## src/rtl/logic_trigger_scheduler_if.sv

```systemverilog
// Bundle of trigger-request, fabric-activity and pass-control signals shared by
// the trigger scheduler (slave) and whatever drives the trigger sources (master).
`timescale 1ns/1ps

interface logic_trigger_scheduler_if #(
    parameter int N_REQ = 4
);
    logic             enable;
    logic [N_REQ-1:0] req;
    logic             activity;
    logic             err_clr;
    logic [N_REQ-1:0] grant;
    logic             logic_reset;
    logic             busy;
    logic             timeout_err;

    modport master (
        output enable, req, activity, err_clr,
        input  grant, logic_reset, busy, timeout_err
    );

    modport slave (
        input  enable, req, activity, err_clr,
        output grant, logic_reset, busy, timeout_err
    );
endinterface

```

## src/rtl/logic_trigger_scheduler.sv

```systemverilog
// Round-robin trigger scheduler: one granted trigger per logic pass, then wait for
// fabric quiet and pulse logic_reset. Optional SETTLE watchdog under WATCHDOG_EN.
`timescale 1ns/1ps

module logic_trigger_scheduler #(
    parameter int N_REQ         = 4,
    parameter int SETTLE_CYCLES = 4,
    parameter int TIMEOUT       = 256
) (
    input logic                      clk,
    input logic                      reset,
    logic_trigger_scheduler_if.slave bus
);
    localparam int PTR_W = (N_REQ > 1) ? $clog2(N_REQ) : 1;
    localparam int QW    = (SETTLE_CYCLES > 1) ? $clog2(SETTLE_CYCLES + 1) : 1;
    localparam logic [QW-1:0] Q_ONE  = QW'(1);
    localparam logic [QW-1:0] Q_MAX  = QW'(SETTLE_CYCLES);
    localparam logic [QW-1:0] Q_LAST = QW'(SETTLE_CYCLES - 1);

    typedef enum logic [1:0] {
        IDLE   = 2'd0,
        GRANT  = 2'd1,
        SETTLE = 2'd2,
        CLEAR  = 2'd3
    } state_t;

    state_t             state_r, state_s;
    logic [N_REQ-1:0]   pending_r, pending_s;
    logic [PTR_W-1:0]   rr_ptr_r, rr_ptr_s;
    logic [QW-1:0]      quiet_r, quiet_s;
    logic [N_REQ-1:0]   grant_r, grant_s;
    logic               logic_reset_r;
    logic               busy_r;
    int                 gidx_s;

`ifdef WATCHDOG_EN
    localparam int WW = $clog2(TIMEOUT + 1);
    localparam logic [WW-1:0] W_ONE  = WW'(1);
    localparam logic [WW-1:0] W_MAX  = WW'(TIMEOUT);
    localparam logic [WW-1:0] W_LAST = WW'(TIMEOUT - 1);
    logic [WW-1:0]      wd_r, wd_s;
    logic               to_hit_s;
    logic               timeout_err_r;
`endif

    // Pick the pending bit with the smallest forward distance from ptr (wrapping).
    function automatic logic [N_REQ-1:0] rr_pick(input logic [N_REQ-1:0] pend,
                                                 input logic [PTR_W-1:0] ptr);
        logic [N_REQ-1:0] pick;
        int               best_d;
        int               d;
        pick   = '0;
        best_d = N_REQ;
        for (int i = 0; i < N_REQ; i++) begin
            if (i >= int'(ptr)) d = i - int'(ptr);
            else                d = i + N_REQ - int'(ptr);
            if (pend[i] && (d < best_d)) begin
                best_d  = d;
                pick    = '0;
                pick[i] = 1'b1;
            end else begin
                best_d = best_d;
            end
        end
        return pick;
    endfunction

    // Next-state, pending-request and counter logic.
    always_comb begin
        // A request seen during its own grant cycle survives the clear.
        pending_s = bus.req | (pending_r & ~grant_r);
        state_s   = state_r;
        rr_ptr_s  = rr_ptr_r;
        quiet_s   = quiet_r;
        gidx_s    = 0;
`ifdef WATCHDOG_EN
        wd_s      = wd_r;
        to_hit_s  = 1'b0;
`endif
        for (int i = 0; i < N_REQ; i++) begin
            if (grant_r[i]) gidx_s = i;
            else            gidx_s = gidx_s;
        end
        case (state_r)
            IDLE: begin
                if (bus.enable && (|pending_r)) state_s = GRANT;
                else                            state_s = IDLE;
            end
            GRANT: begin
                quiet_s = '0;
`ifdef WATCHDOG_EN
                wd_s    = '0;
`endif
                if (gidx_s == N_REQ - 1) rr_ptr_s = '0;
                else                     rr_ptr_s = PTR_W'(gidx_s + 1);
                state_s = SETTLE;
            end
            SETTLE: begin
                if (bus.activity)         quiet_s = '0;
                else if (quiet_r != Q_MAX) quiet_s = quiet_r + Q_ONE;
                else                       quiet_s = quiet_r;
`ifdef WATCHDOG_EN
                if (wd_r != W_MAX) wd_s = wd_r + W_ONE;
                else               wd_s = wd_r;
`endif
                if (!bus.activity && (quiet_r == Q_LAST)) begin
                    state_s = CLEAR;
`ifdef WATCHDOG_EN
                end else if (wd_r == W_LAST) begin
                    state_s  = CLEAR;
                    to_hit_s = 1'b1;
`endif
                end else begin
                    state_s = SETTLE;
                end
            end
            CLEAR: begin
                state_s = IDLE;
            end
            default: begin
                state_s = CLEAR;
            end
        endcase
        if (state_s == GRANT) grant_s = rr_pick(pending_s, rr_ptr_s);
        else                  grant_s = '0;
    end

    // State, pending set and next-state-decoded outputs.
    always_ff @(posedge clk or posedge reset) begin
        if (reset) begin
            state_r       <= CLEAR;
            pending_r     <= '0;
            rr_ptr_r      <= '0;
            quiet_r       <= '0;
            grant_r       <= '0;
            logic_reset_r <= 1'b1;
            busy_r        <= 1'b1;
        end else begin
            state_r       <= state_s;
            pending_r     <= pending_s;
            rr_ptr_r      <= rr_ptr_s;
            quiet_r       <= quiet_s;
            grant_r       <= grant_s;
            logic_reset_r <= (state_s == CLEAR);
            busy_r        <= (state_s != IDLE);
        end
    end

`ifdef WATCHDOG_EN
    // Watchdog counter and sticky timeout flag; a new timeout beats err_clr.
    always_ff @(posedge clk or posedge reset) begin
        if (reset) begin
            wd_r          <= '0;
            timeout_err_r <= 1'b0;
        end else begin
            wd_r <= wd_s;
            if (to_hit_s)         timeout_err_r <= 1'b1;
            else if (bus.err_clr) timeout_err_r <= 1'b0;
            else                  timeout_err_r <= timeout_err_r;
        end
    end
    assign bus.timeout_err = timeout_err_r;
`else
    assign bus.timeout_err = 1'b0;
`endif

    assign bus.grant       = grant_r;
    assign bus.logic_reset = logic_reset_r;
    assign bus.busy        = busy_r;
endmodule

```

## src/flat_wrapper.sv

```systemverilog
// flat-port wrapper written by rule: the top's interface ports become plain ports
module logic_trigger_scheduler_flat 
#(
    parameter int N_REQ         = 4,
    parameter int SETTLE_CYCLES = 4,
    parameter int TIMEOUT       = 256
)
  (clk, reset, bus_enable, bus_req, bus_activity, bus_err_clr, bus_grant, bus_logic_reset, bus_busy, bus_timeout_err);
  logic_trigger_scheduler_if #(.N_REQ(N_REQ)) bus_i ();
  input logic clk;
  input logic reset;
  input wire logic [$bits(bus_i.enable)-1:0] bus_enable;
  input wire logic [$bits(bus_i.req)-1:0] bus_req;
  input wire logic [$bits(bus_i.activity)-1:0] bus_activity;
  input wire logic [$bits(bus_i.err_clr)-1:0] bus_err_clr;
  output wire logic [$bits(bus_i.grant)-1:0] bus_grant;
  output wire logic [$bits(bus_i.logic_reset)-1:0] bus_logic_reset;
  output wire logic [$bits(bus_i.busy)-1:0] bus_busy;
  output wire logic [$bits(bus_i.timeout_err)-1:0] bus_timeout_err;
  assign bus_i.enable = bus_enable;
  assign bus_i.req = bus_req;
  assign bus_i.activity = bus_activity;
  assign bus_i.err_clr = bus_err_clr;
  assign bus_grant = bus_i.grant;
  assign bus_logic_reset = bus_i.logic_reset;
  assign bus_busy = bus_i.busy;
  assign bus_timeout_err = bus_i.timeout_err;
  logic_trigger_scheduler #(.N_REQ(N_REQ), .SETTLE_CYCLES(SETTLE_CYCLES), .TIMEOUT(TIMEOUT)) u_core (.clk(clk), .reset(reset), .bus(bus_i));
endmodule
```

## config.mk

```make
export PLATFORM = sky130hd
export DESIGN_NAME = logic_trigger_scheduler_flat
export DESIGN_NICKNAME = d
export VERILOG_FILES = /design/src/rtl/logic_trigger_scheduler_if.sv /design/src/rtl/logic_trigger_scheduler.sv /design/src/flat_wrapper.sv
export SDC_FILE = /design/constraint.sdc
export NUM_CORES = 1
export LEC_CHECK = 0
export CORE_MARGIN = 2
export CORE_UTILIZATION = 55
export CTS_CLUSTER_DIAMETER = 120
export DETAILED_ROUTE_END_ITERATION = 10
export DONT_BUFFER_PORTS = 1
export PLACE_DENSITY_LB_ADDON = 0.2
export REMOVE_ABC_BUFFERS = 1
export SLEW_MARGIN = 20
export SYNTH_ARGS = -nofsm -noshare
export SYNTH_HDL_FRONTEND = slang
export SYNTH_SLANG_ARGS = --single-unit
export TNS_END_PERCENT = 1
```

## constraint.sdc

```tcl
create_clock -name clk -period 6.2 [get_ports clk]
set_input_delay 0 -clock clk [delete_from_list [all_inputs] [get_ports clk]]
set_output_delay 0 -clock clk [all_outputs]
set_load 0.01 [all_outputs]
```

==> Word-level counts from Yosys, hierarchy flattened <==
Index checks and enable logic that the tools add are counted.
{ "classes": {"order_cmp": 7, "n_mux": 29, "n_bitwise": 3, "n_eq_ne": 9, "addsub": 9, "reduce_logical": 12} }
{ "op_table": {"columns": ["op", "count"], "rows": [
  ["32-bit two-way mux", 13],
  ["32-bit < comparator", 3],
  ["32-bit by 4-bit < comparator with 1-bit output (second input constant)", 1],
  ["3-bit by 2-bit subtractor with 4-bit output (first input constant)", 3],
  ["2-bit two-way mux", 5],
  ["3-bit two-way mux", 3],
  ["2-bit == test (second input constant)", 4],
  ["4-bit two-way mux", 2],
  ["2-bit one-hot mux with 4 select lines", 1],
  ["1-bit logical AND", 6],
  ["3-bit one-hot mux with 2 select lines", 1],
  ["1-bit by 2-bit subtractor with 3-bit output (first input constant)", 2],
  ["2-bit by 2-bit subtractor with 3-bit output (first input constant)", 2],
  ["4-bit AND", 1],
  ["2-bit by 1-bit == test with 1-bit output (second input constant)", 2],
  ["1-bit by 2-bit greater-or-equal comparator with 1-bit output (first input constant)", 2],
  ["1-bit two-way mux", 4],
  ["4-bit inverter", 1],
  ["4-bit OR", 1],
  ["2-bit nonzero test", 2],
  ["4-bit OR reduction", 1],
  ["3-bit by 1-bit adder with 3-bit output (second input constant)", 1],
  ["3-bit by 2-bit == test with 1-bit output (second input constant)", 1],
  ["3-bit by 2-bit != test with 1-bit output (second input constant)", 1],
  ["6 further kinds", 6]
]} }
{ "totals": {"ff_bits": 17, "out_inout_bits": 7, "in_bits": 9} }

==> Logic depth before layout (Yosys ltp) <==
Gate-level depths: netlist of the first run.
{ "logic_depth": {"word_depth": 25, "mapped_depth": 17, "ltp_nobuf": 17} }

==> Least setup slack after synthesis of the first run <==
OpenSTA, ideal clock, no wires.
{ "synth_timing": {"kind": "register -> register", "from": "reg u_core.state_r[1]", "to": "reg u_core.grant_r[1] (netlist: u_core.bus.grant[1])", "setup_slack_ns": 2.213, "t_required_ns": 6.079, "setup_time_ns": 0.121, "synth_period_minus_slack_ns": 3.987, "stages_incl_launch_ff": 18, "arrival_ns": 3.866, "cell_sequence": "dfstp_2 -> inv_1 -> ha_1 -> nand2b_1 -> o21ai_2 -> inv_1 -> ha_1 -> and2_1 -> ha_1 -> a211o_1 -> a221oi_2 -> o21a_1 -> mux2_2 -> ha_1 -> nand2b_1 -> mux2_4 -> a221o_1 -> and4b_1"} }
{ "synth_via": {"elab_chain_len": 21} }
{ "synth_rtl": {"columns": ["item", "line_no", "source"], "rows": [
  ["from (decl)", "logic_trigger_scheduler.sv:27", "state_t state_r, state_s;"],
  ["from (signal assigned)", "logic_trigger_scheduler.sv:139", "state_r <= state_s;"],
  ["2-bit by 1-bit == test with 1-bit output", "logic_trigger_scheduler.sv:84", "case (state_r)"],
  ["2-bit two-way mux", "logic_trigger_scheduler.sv:84", null],
  ["3-bit by 2-bit subtractor with 4-bit output (tied with other cells)", "logic_trigger_scheduler.sv:56", "else d = i + N_REQ - int'(ptr);"],
  ["32-bit two-way mux", "logic_trigger_scheduler.sv:55", "if (i >= int'(ptr)) d = i - int'(ptr);"],
  ["32-bit two-way mux", "logic_trigger_scheduler.sv:124", "if (state_s == GRANT) grant_s = rr_pick(pending_s, rr_ptr_s);"],
  ["32-bit by 4-bit < comparator with 1-bit output", "logic_trigger_scheduler.sv:57", "if (pend[i] && (d < best_d)) begin"],
  ["1-bit logical AND", "logic_trigger_scheduler.sv:57", null],
  ["32-bit two-way mux", "logic_trigger_scheduler.sv:57", null],
  ["(+6 left out)", null, null],
  ["1-bit logical AND", "logic_trigger_scheduler.sv:57", null],
  ["32-bit two-way mux", "logic_trigger_scheduler.sv:57", null],
  ["32-bit two-way mux", "logic_trigger_scheduler.sv:124", null],
  ["32-bit < comparator", "logic_trigger_scheduler.sv:57", null],
  ["1-bit logical AND", "logic_trigger_scheduler.sv:57", null],
  ["4-bit two-way mux", "logic_trigger_scheduler.sv:57", null],
  ["4-bit two-way mux *", "logic_trigger_scheduler.sv:124", null],
  ["named net u_core.grant_s[1]", "logic_trigger_scheduler.sv:31", "logic [N_REQ-1:0] grant_r, grant_s;"],
  ["to (signal assigned)", "logic_trigger_scheduler.sv:143", "grant_r <= grant_s;"],
  ["to (decl)", "logic_trigger_scheduler.sv:31", null]
]} }
Mark *: on every way through the listed nets, which the timed path passes. The rest lies on a longest branch. The select of a mux whose other input is x is not followed.
A chain may end at the register's enable or synchronous reset.

==> Final worst setup path of the first run <==
{ "layout_timing": {"from": "reg u_core.state_r[0]", "to": "reg u_core.grant_r[1] (netlist: u_core.bus.grant[1])"} }
The elaborated chain is that of the path after synthesis.

==> results.sh, run 1 <==
export IMPL_internal_power_w=0.0003194
export IMPL_dieWidth_um=48.46
export IMPL_yosys_warnings=0
export IMPL_swShare_pct=41.04
export IMPL_num_vias=787
export IMPL_synthTopCellsByArea="dfrtp_1 (30%), ha_1 (16%), dfstp_2 (9.7%)"
export IMPL_firstDrtPassIters=4
export IMPL_setup_slack_ps=1814
export IMPL_fillers=167
export IMPL_drt_iter0_drc=16
export IMPL_start_util_pct=56.58
export IMPL_postCtsSetupRepairBufs=0
export IMPL_power_density_mw_per_mm2=440.9
export IMPL_fin_crit_ps=4386
export IMPL_yosysUniqueCellTypes=34
export IMPL_track_usage_pct=19.40
export IMPL_drive_gt1_share_pct=11.02
export IMPL_yosys_area_top_type="dfrtp_1"
export IMPL_cpMostUsedCell="ha_1"
export IMPL_maxCapViolCount=0
export IMPL_dp_slack_ps=1811
export IMPL_cts_buffer_depth=2
export IMPL_finalNonFillerCells=154
export IMPL_die_area_mm2=0.002348
export IMPL_top_layer="met4"
export IMPL_ioPinCount=16
export IMPL_power_switching_w=0.0002223
export IMPL_grt_pass1_wl_mm=3.456
export IMPL_tightest_slew_ps=609.0
export IMPL_clk_pin_slew_ps=100
export IMPL_run_status="completed"
export IMPL_gp_congestion=0.7836
export IMPL_cts_root_buf="clkbuf_4"
export IMPL_p_leak_nw=0.5746
export IMPL_syn_avg_cell_area_um2=9.538
export IMPL_fin_skew_ps=4.072
export IMPL_finalCritPeriodShare_pct=70.74
export IMPL_drc=0
export IMPL_cts_resized=0
export IMPL_hold_viol=0
export IMPL_wl_per_cell_um=12.49
export IMPL_wirelength_mm=1.924
export IMPL_pwr_share_clk_pct=11.3
export IMPL_synth_top_cell_area_share_pct=29.92
export IMPL_syn_to_final_growth_pct=13.00
export IMPL_place_area_mm2=0.001121
export IMPL_dp_cells=142
export IMPL_yosysSeqAreaShare_pct=39.59
export IMPL_fmax_ghz=0.2280
export IMPL_cp_arrival_ps=4580
export IMPL_coreArea_mm2=0.001922
export IMPL_crit_type="flop to flop"
export IMPL_cts_sinks=17
export IMPL_synth_area_mm2=0.001087
export IMPL_rsz0062_at_grt="false"
export IMPL_rows=16
export IMPL_numPortBuffers=0
export IMPL_cts_buffers_inserted=3
export IMPL_grt_max_degree=18
export IMPL_via_per_inst=5.110
export IMPL_die_y_um=48.46
export IMPL_cp_required_ps=6400
export IMPL_cts_tree="built"
export IMPL_cp_slowest_cell="dfstp_2"
export IMPL_cpPeakStageDelay_ps=550
export IMPL_antenna_found_initial=0
export IMPL_wl_met2_um=860
export IMPL_hold_buffers=8
export IMPL_path_buf_inv=1
export IMPL_critPathCaptureType="flop"
export IMPL_irDropWorstVdd_mv=0.2005
export IMPL_n_antenna_cell=0
export IMPL_dp_hpwl_mm=1.456
export IMPL_hold_ws_ps=177.3
export IMPL_drt_antenna_violating_nets=0
export IMPL_wl_met3_um=130
export IMPL_fin_area_mm2=0.001229
export IMPL_relSlewSlack_pct=59.36
export IMPL_hp_class="input pin to flop"
export IMPL_start_kind="flop"
export IMPL_critPathMaxFanout=5
export IMPL_htree_levels=1
export IMPL_path_cells="ha_1 -> nand2b_1 -> o21ai_2 -> inv_1 -> ha_1 -> and2_1 -> ha_1 -> a211o_1 -> a221oi_2 -> o21a_1 -> mux2_2 -> ha_1 -> nand2b_1 -> mux2_4 -> a221o_1 -> and4b_1"
export IMPL_clkLatencyLatePin_ps=300
export IMPL_ys_ff_latch=17
export IMPL_pwr_share_comb_pct=56.3
export IMPL_grt_ovfl_total=0
export IMPL_final_setup_tns_ps=0
export IMPL_setup_viol=0
export IMPL_wl_met1_um=912
export IMPL_fin_nets=151
export IMPL_seqPwrFrac_pct=32.4
export IMPL_grt_pass1_vias=797
export IMPL_synth_cells=114
export IMPL_drv_slew=0
export IMPL_critical_path_top_delay_family="compound AO/OA/AOI/OAI gates"
## final timing paths
check	startpoint	end	slack, ps	depth (start not counted)
min reg2reg	u_core.pending_r[3]	u_core.pending_r[3]	510	2
min in group asynchronous	reset	u_core.bus.grant[2]	210	2
min	bus_req[0]	u_core.bus.grant[1]	180	3
max in group asynchronous	reset	u_core.quiet_r[1]	5590	2
max	u_core.state_r[0]	u_core.bus.grant[1]	1810	16
max reg2reg	u_core.state_r[0]	u_core.bus.grant[1]	1810	16
## metal layers
layer,vias to the layer above,GRT usage [%]
met4,0,4.286
met1,351,24.39
met2,26,32.64
met5,-,0
met3,4,6.481
li1,406,-
## sequential cells by signal, indices dropped and copies added (netlist names)
signal	flops
u_core.state_r	2
u_core.quiet_r	3
u_core.pending_r	4
u_core.bus.logic_reset	1
u_core.rr_ptr_r	2
u_core.bus.grant	4
u_core.bus.busy	1
## logic make-up (layout without fill, tap and decap cells)
family	count (synthesis)	count (layout)	share of synthesized area, %
compound gates	21	21	15.19
fa+ha+maj	14	14	16.11
buf+inv	17	28	6.215
flops	17	17	39.59
mux	2	2	2.416
other cells	2	4	0.6907
simple gates	41	41	19.80
## worst min-delay path, delay by kind of cell
kind / cells / cell delay [ps]
and+or+nand+nor: 2 / 380
AOI/OAI and AO/OA: 1 / 70
## synth_stat cells
| master | n |
|---|---|
| inv_1 | 16 |
| ha_1 | 14 |
| dfrtp_1 | 13 |
| nand2_1 | 10 |
| nor2_1 | 7 |
| nand2b_1 | 6 |
| nor2b_1 | 5 |
| dfstp_2 | 4 |
| o22ai_1 | 4 |
| and2_1 | 3 |
| o21ai_0 | 3 |
| a2bb2oi_1 | 2 |
| and3_1 | 2 |
| conb_1 | 2 |
| nand3_1 | 2 |
| nor3_1 | 2 |
| o22a_1 | 2 |
| a2111oi_2 | 1 |
| a211o_1 | 1 |
| a21boi_0 | 1 |
| a21o_1 | 1 |
| a21oi_1 | 1 |
| a221o_1 | 1 |
| a221oi_2 | 1 |
| and3b_1 | 1 |
| and4b_1 | 1 |
| buf_4 | 1 |
| mux2_2 | 1 |
| mux2_4 | 1 |
| nor4_1 | 1 |
| o21a_1 | 1 |
| o21ai_1 | 1 |
| o21ai_2 | 1 |
| or2_2 | 1 |
## layout make-up
| type | instances | area, um2 | area share [%] |
|---|---|---|---|
| well taps | 27 | 33.78 | 2.749 |
| inverters | 16 | 60.06 | 4.888 |
| multi-input cells | 82 | 596.8 | 48.57 |
| clock buffers | 3 | 22.52 | 1.833 |
| flip-flops and latches | 17 | 430.4 | 35.03 |
| repair buffers | 8 | 80.08 | 6.517 |
| clock inverters | 1 | 5.005 | 0.4073 |
## metrics by stage
stage                power, W  util (%)
finish              0.0005417     63.93
floorplan           0.0004156         -
global placement    0.0004622     58.33
CTS                 0.0005433     63.93
global route        0.0006019     63.93
detailed placement  0.0004755     58.33
## placed cells by master (no fill, tap or decap), drive strengths merged
cell type / synthesis / final
nor2: 7 / 7
and3b: 1 / 1
o21ai: 5 / 5
and2: 3 / 3
nand2: 10 / 10
a21o: 1 / 1
conb: 2 / 4
and3: 2 / 2
a2111oi: 1 / 1
inv: 16 / 16
dfrtp: 13 / 13
dfstp: 4 / 4
a21oi: 1 / 1
clkbuf: 0 / 3
a221oi: 1 / 1
o22ai: 4 / 4
nor3: 2 / 2
a221o: 1 / 1
a21boi: 1 / 1
o22a: 2 / 2
dlygate4sd3: 0 / 8
or2: 1 / 1
and4b: 1 / 1
clkinv: 0 / 1
nand2b: 6 / 6
a2bb2oi: 2 / 2
mux2: 2 / 2
o21a: 1 / 1
nor2b: 5 / 5
ha: 14 / 14
nand3: 2 / 2
a211o: 1 / 1
nor4: 1 / 1
## power groups by stage
stage | Combinational [W] | Clock (W) | Sequential (W)
2_1_floorplan | 0.000243 | 0 | 0.000172
3_3_place_gp | 0.000285 | 0 | 0.000177
3_5_place_dp | 0.000297 | 0 | 0.000178
4_1_cts | 0.000305 | 0.0000624 | 0.000176
5_1_grt | 0.000354 | 0.0000673 | 0.000181
6_report | 0.000305 | 0.0000610 | 0.000176
Power figures use the tool's default switching activity.
==> run 2, diff against run 1 <==
- clock period: 6.2 -> 3.74 ns (I/O delays scaled with it)
==> run 2 against run 1 <==
Net effect: the run now ends with negative setup slack left; first-iteration DRC count is 6.3% higher; via count is 16% higher; critical path type unchanged; worst hold slack worse by 2.9 ps; routed wire length is 24% higher; combinational power grew to 2.5 times the previous value; register-to-register slack worse by 2000 ps; maximum frequency is 13% higher; critical endpoint unchanged; critical path depth stayed put; non-clock buffer count is 21 higher.
==> results.sh, run 2 (synthesis gave the netlist of run 1 again) <==
export IMPL_htree_levels=1
export IMPL_numPortBuffers=0
export IMPL_pwr_share_comb_pct=66.1
export IMPL_power_switching_w=0.0004633
export IMPL_wl_per_cell_um=13.58
export IMPL_die_y_um=48.46
export IMPL_gp_congestion=0.8286
export IMPL_cts_sinks=17
export IMPL_rsz0062_at_grt="true"
export IMPL_drt_iter0_drc=17
export IMPL_clk_pin_slew_ps=110
export IMPL_p_leak_nw=0.6943
export IMPL_power_density_mw_per_mm2=773.8
export IMPL_hold_end="u_core.bus.grant[1]"
export IMPL_grt_max_degree=18
export IMPL_via_per_inst=5.206
export IMPL_grt_pass1_wl_mm=4.050
export IMPL_relSlewSlack_pct=57.33
export IMPL_hold_ws_ps=174.4
export IMPL_r2r_worst_path_cells=16
export IMPL_mostFrequentLayoutCell="buf_4"
export IMPL_hp_class="input pin to flop"
export IMPL_rows=16
export IMPL_start_kind="flop"
export IMPL_fin_skew_ps=4.300
export IMPL_critPathMaxFanout=4
export IMPL_setup_viol=4
export IMPL_firstDrtPassIters=4
export IMPL_grt_ovfl_total=0
export IMPL_fmax_ghz=0.2576
export IMPL_dieWidth_um=48.46
export IMPL_cts_buffer_depth=2
export IMPL_pwr_share_clk_pct=9.0
export IMPL_drt_antenna_violating_nets=0
export IMPL_utilization_pct=78.52
export IMPL_r2r_setup_slack_ps=-140
export IMPL_hold_viol=0
export IMPL_track_usage_pct=22.08
export IMPL_setup_slack_ps=-142.1
export IMPL_fillers=125
export IMPL_cp_required_ps=3940
export IMPL_ioPinCount=16
export IMPL_die_area_mm2=0.002348
export IMPL_cts_tree="built"
export IMPL_cp_arrival_ps=4080
export IMPL_reg2reg_from="u_core.state_r[1]"
export IMPL_multiInputGateArea_um2=709.4
export IMPL_maxCapViolCount=0
export IMPL_crit_type="flop to flop"
export IMPL_layout_common_cells="buf_4 (19), inv_1 (15), dfrtp_1 (13), nand2_1 (9), ha_1 (9)"
export IMPL_r2r_end="u_core.bus.grant[1]"
export IMPL_worstHoldStart="bus_req[0]"
export IMPL_tightest_slew_ps=639.4
export IMPL_wirelength_mm=2.377
export IMPL_critPathCaptureType="flop"
export IMPL_seqPwrFrac_pct=24.9
export IMPL_drive_gt1_share_pct=34.46
export IMPL_coreArea_mm2=0.001922
export IMPL_cts_root_buf="clkbuf_4"
export IMPL_fin_area_mm2=0.001509
export IMPL_seq_area_um2=430.4
export IMPL_dp_hpwl_mm=1.732
export IMPL_syn_to_final_growth_pct=38.78
export IMPL_drv_slew=0
export IMPL_internal_power_w=0.0007044
export IMPL_final_setup_tns_ps=-402.5
export IMPL_hold_depth=3
export IMPL_finalCritPeriodShare_pct=103.8
export IMPL_drc=0
export IMPL_grt_pass1_vias=936
export IMPL_start_util_pct=56.58
export IMPL_clkLatencyLatePin_ps=300
export IMPL_fin_nets=172
export IMPL_place_area_mm2=0.001241
export IMPL_irDropWorstVdd_mv=0.4498
export IMPL_violations="negative setup slack"
export IMPL_num_vias=911
export IMPL_antenna_found_initial=0
export IMPL_run_status="finished, violations left"
export IMPL_n_antenna_cell=0
export IMPL_cts_buffers_inserted=3
export IMPL_swShare_pct=39.67
export IMPL_fin_crit_ps=3882
run 2: power groups by stage:
stage	Sequential (W)	Combinational (W)	Clock [W]
global route	0.000297	0.000856	0.000114
detailed placement	0.000289	0.000587	0
global placement	0.000285	0.000552	0
floorplan	0.000286	0.000403	0
finish	0.000291	0.000772	0.000105
CTS	0.000292	0.000718	0.000106
run 2: how the worst max path moves through the flow:
stage                          end         startpoint  slack [ps]  depth (start not counted)
3_5_place_dp   u_core.bus.grant[1]  u_core.state_r[1]        -350                         17
3_3_place_gp   u_core.bus.grant[1]  u_core.state_r[1]        -260                         17
5_1_grt        u_core.bus.grant[1]  u_core.state_r[1]        -300                         16
2_1_floorplan  u_core.bus.grant[1]  u_core.state_r[1]        -250                         17
6_report       u_core.bus.grant[1]  u_core.state_r[1]        -140                         16
4_1_cts        u_core.bus.grant[1]  u_core.state_r[1]        -150                         16
run 2: worst max-delay path: stages, from the launching register on:
cell and delay, ps:
dfstp_2 550, inv_2 50, ha_4 170, buf_6 130
o22ai_4 170, ha_1 200, and2_4 160, ha_4 190
a211o_1 300, a221oi_2 250, o21a_1 210, mux2_4 320
ha_4 160, nand2b_4 130, mux2_4 260, a221o_1 330
and4b_1 200
run 2: repair_timing:
item | in CTS | in global routing
pin swaps | 12 | 3
endpoints found under the hold margin | 19 | 0
buffers inserted | 2 | 3
hold buffers | 8 | 0
setup endpoints to repair | 4 | 4
resized for setup | 18 | 5
run 2: layer usage:
metal	up-vias	part of all wire (%)	wire length, um	track usage [%]
li1	451	-	-	-
met1	437	46	1084	29.53
met2	21	50	1180	38.89
met3	2	3.8	91	2.778
met4	0	0.84	20	4.286
met5	-	0	0	0
run 2: through the flow:
step	std cells	power (W)	setup WS, ps
5_1_grt	175	0.001268	-301.4
6_report	175	0.001168	-142.1
3_5_place_dp	158	0.0008766	-345.0
3_3_place_gp	158	0.0008375	-256.3
4_1_cts	172	0.001115	-150.0
2_1_floorplan	115	0.0006889	-247.0
run 2: area by class of cell:
class | count | share of cell area, %
clock buffer | 3 | 1.493
clock inverter | 1 | 0.4975
inverter | 16 | 3.980
multi-input combinational | 82 | 47.01
sequential | 17 | 28.52
tap | 27 | 2.239
timing repair buffer | 29 | 16.25
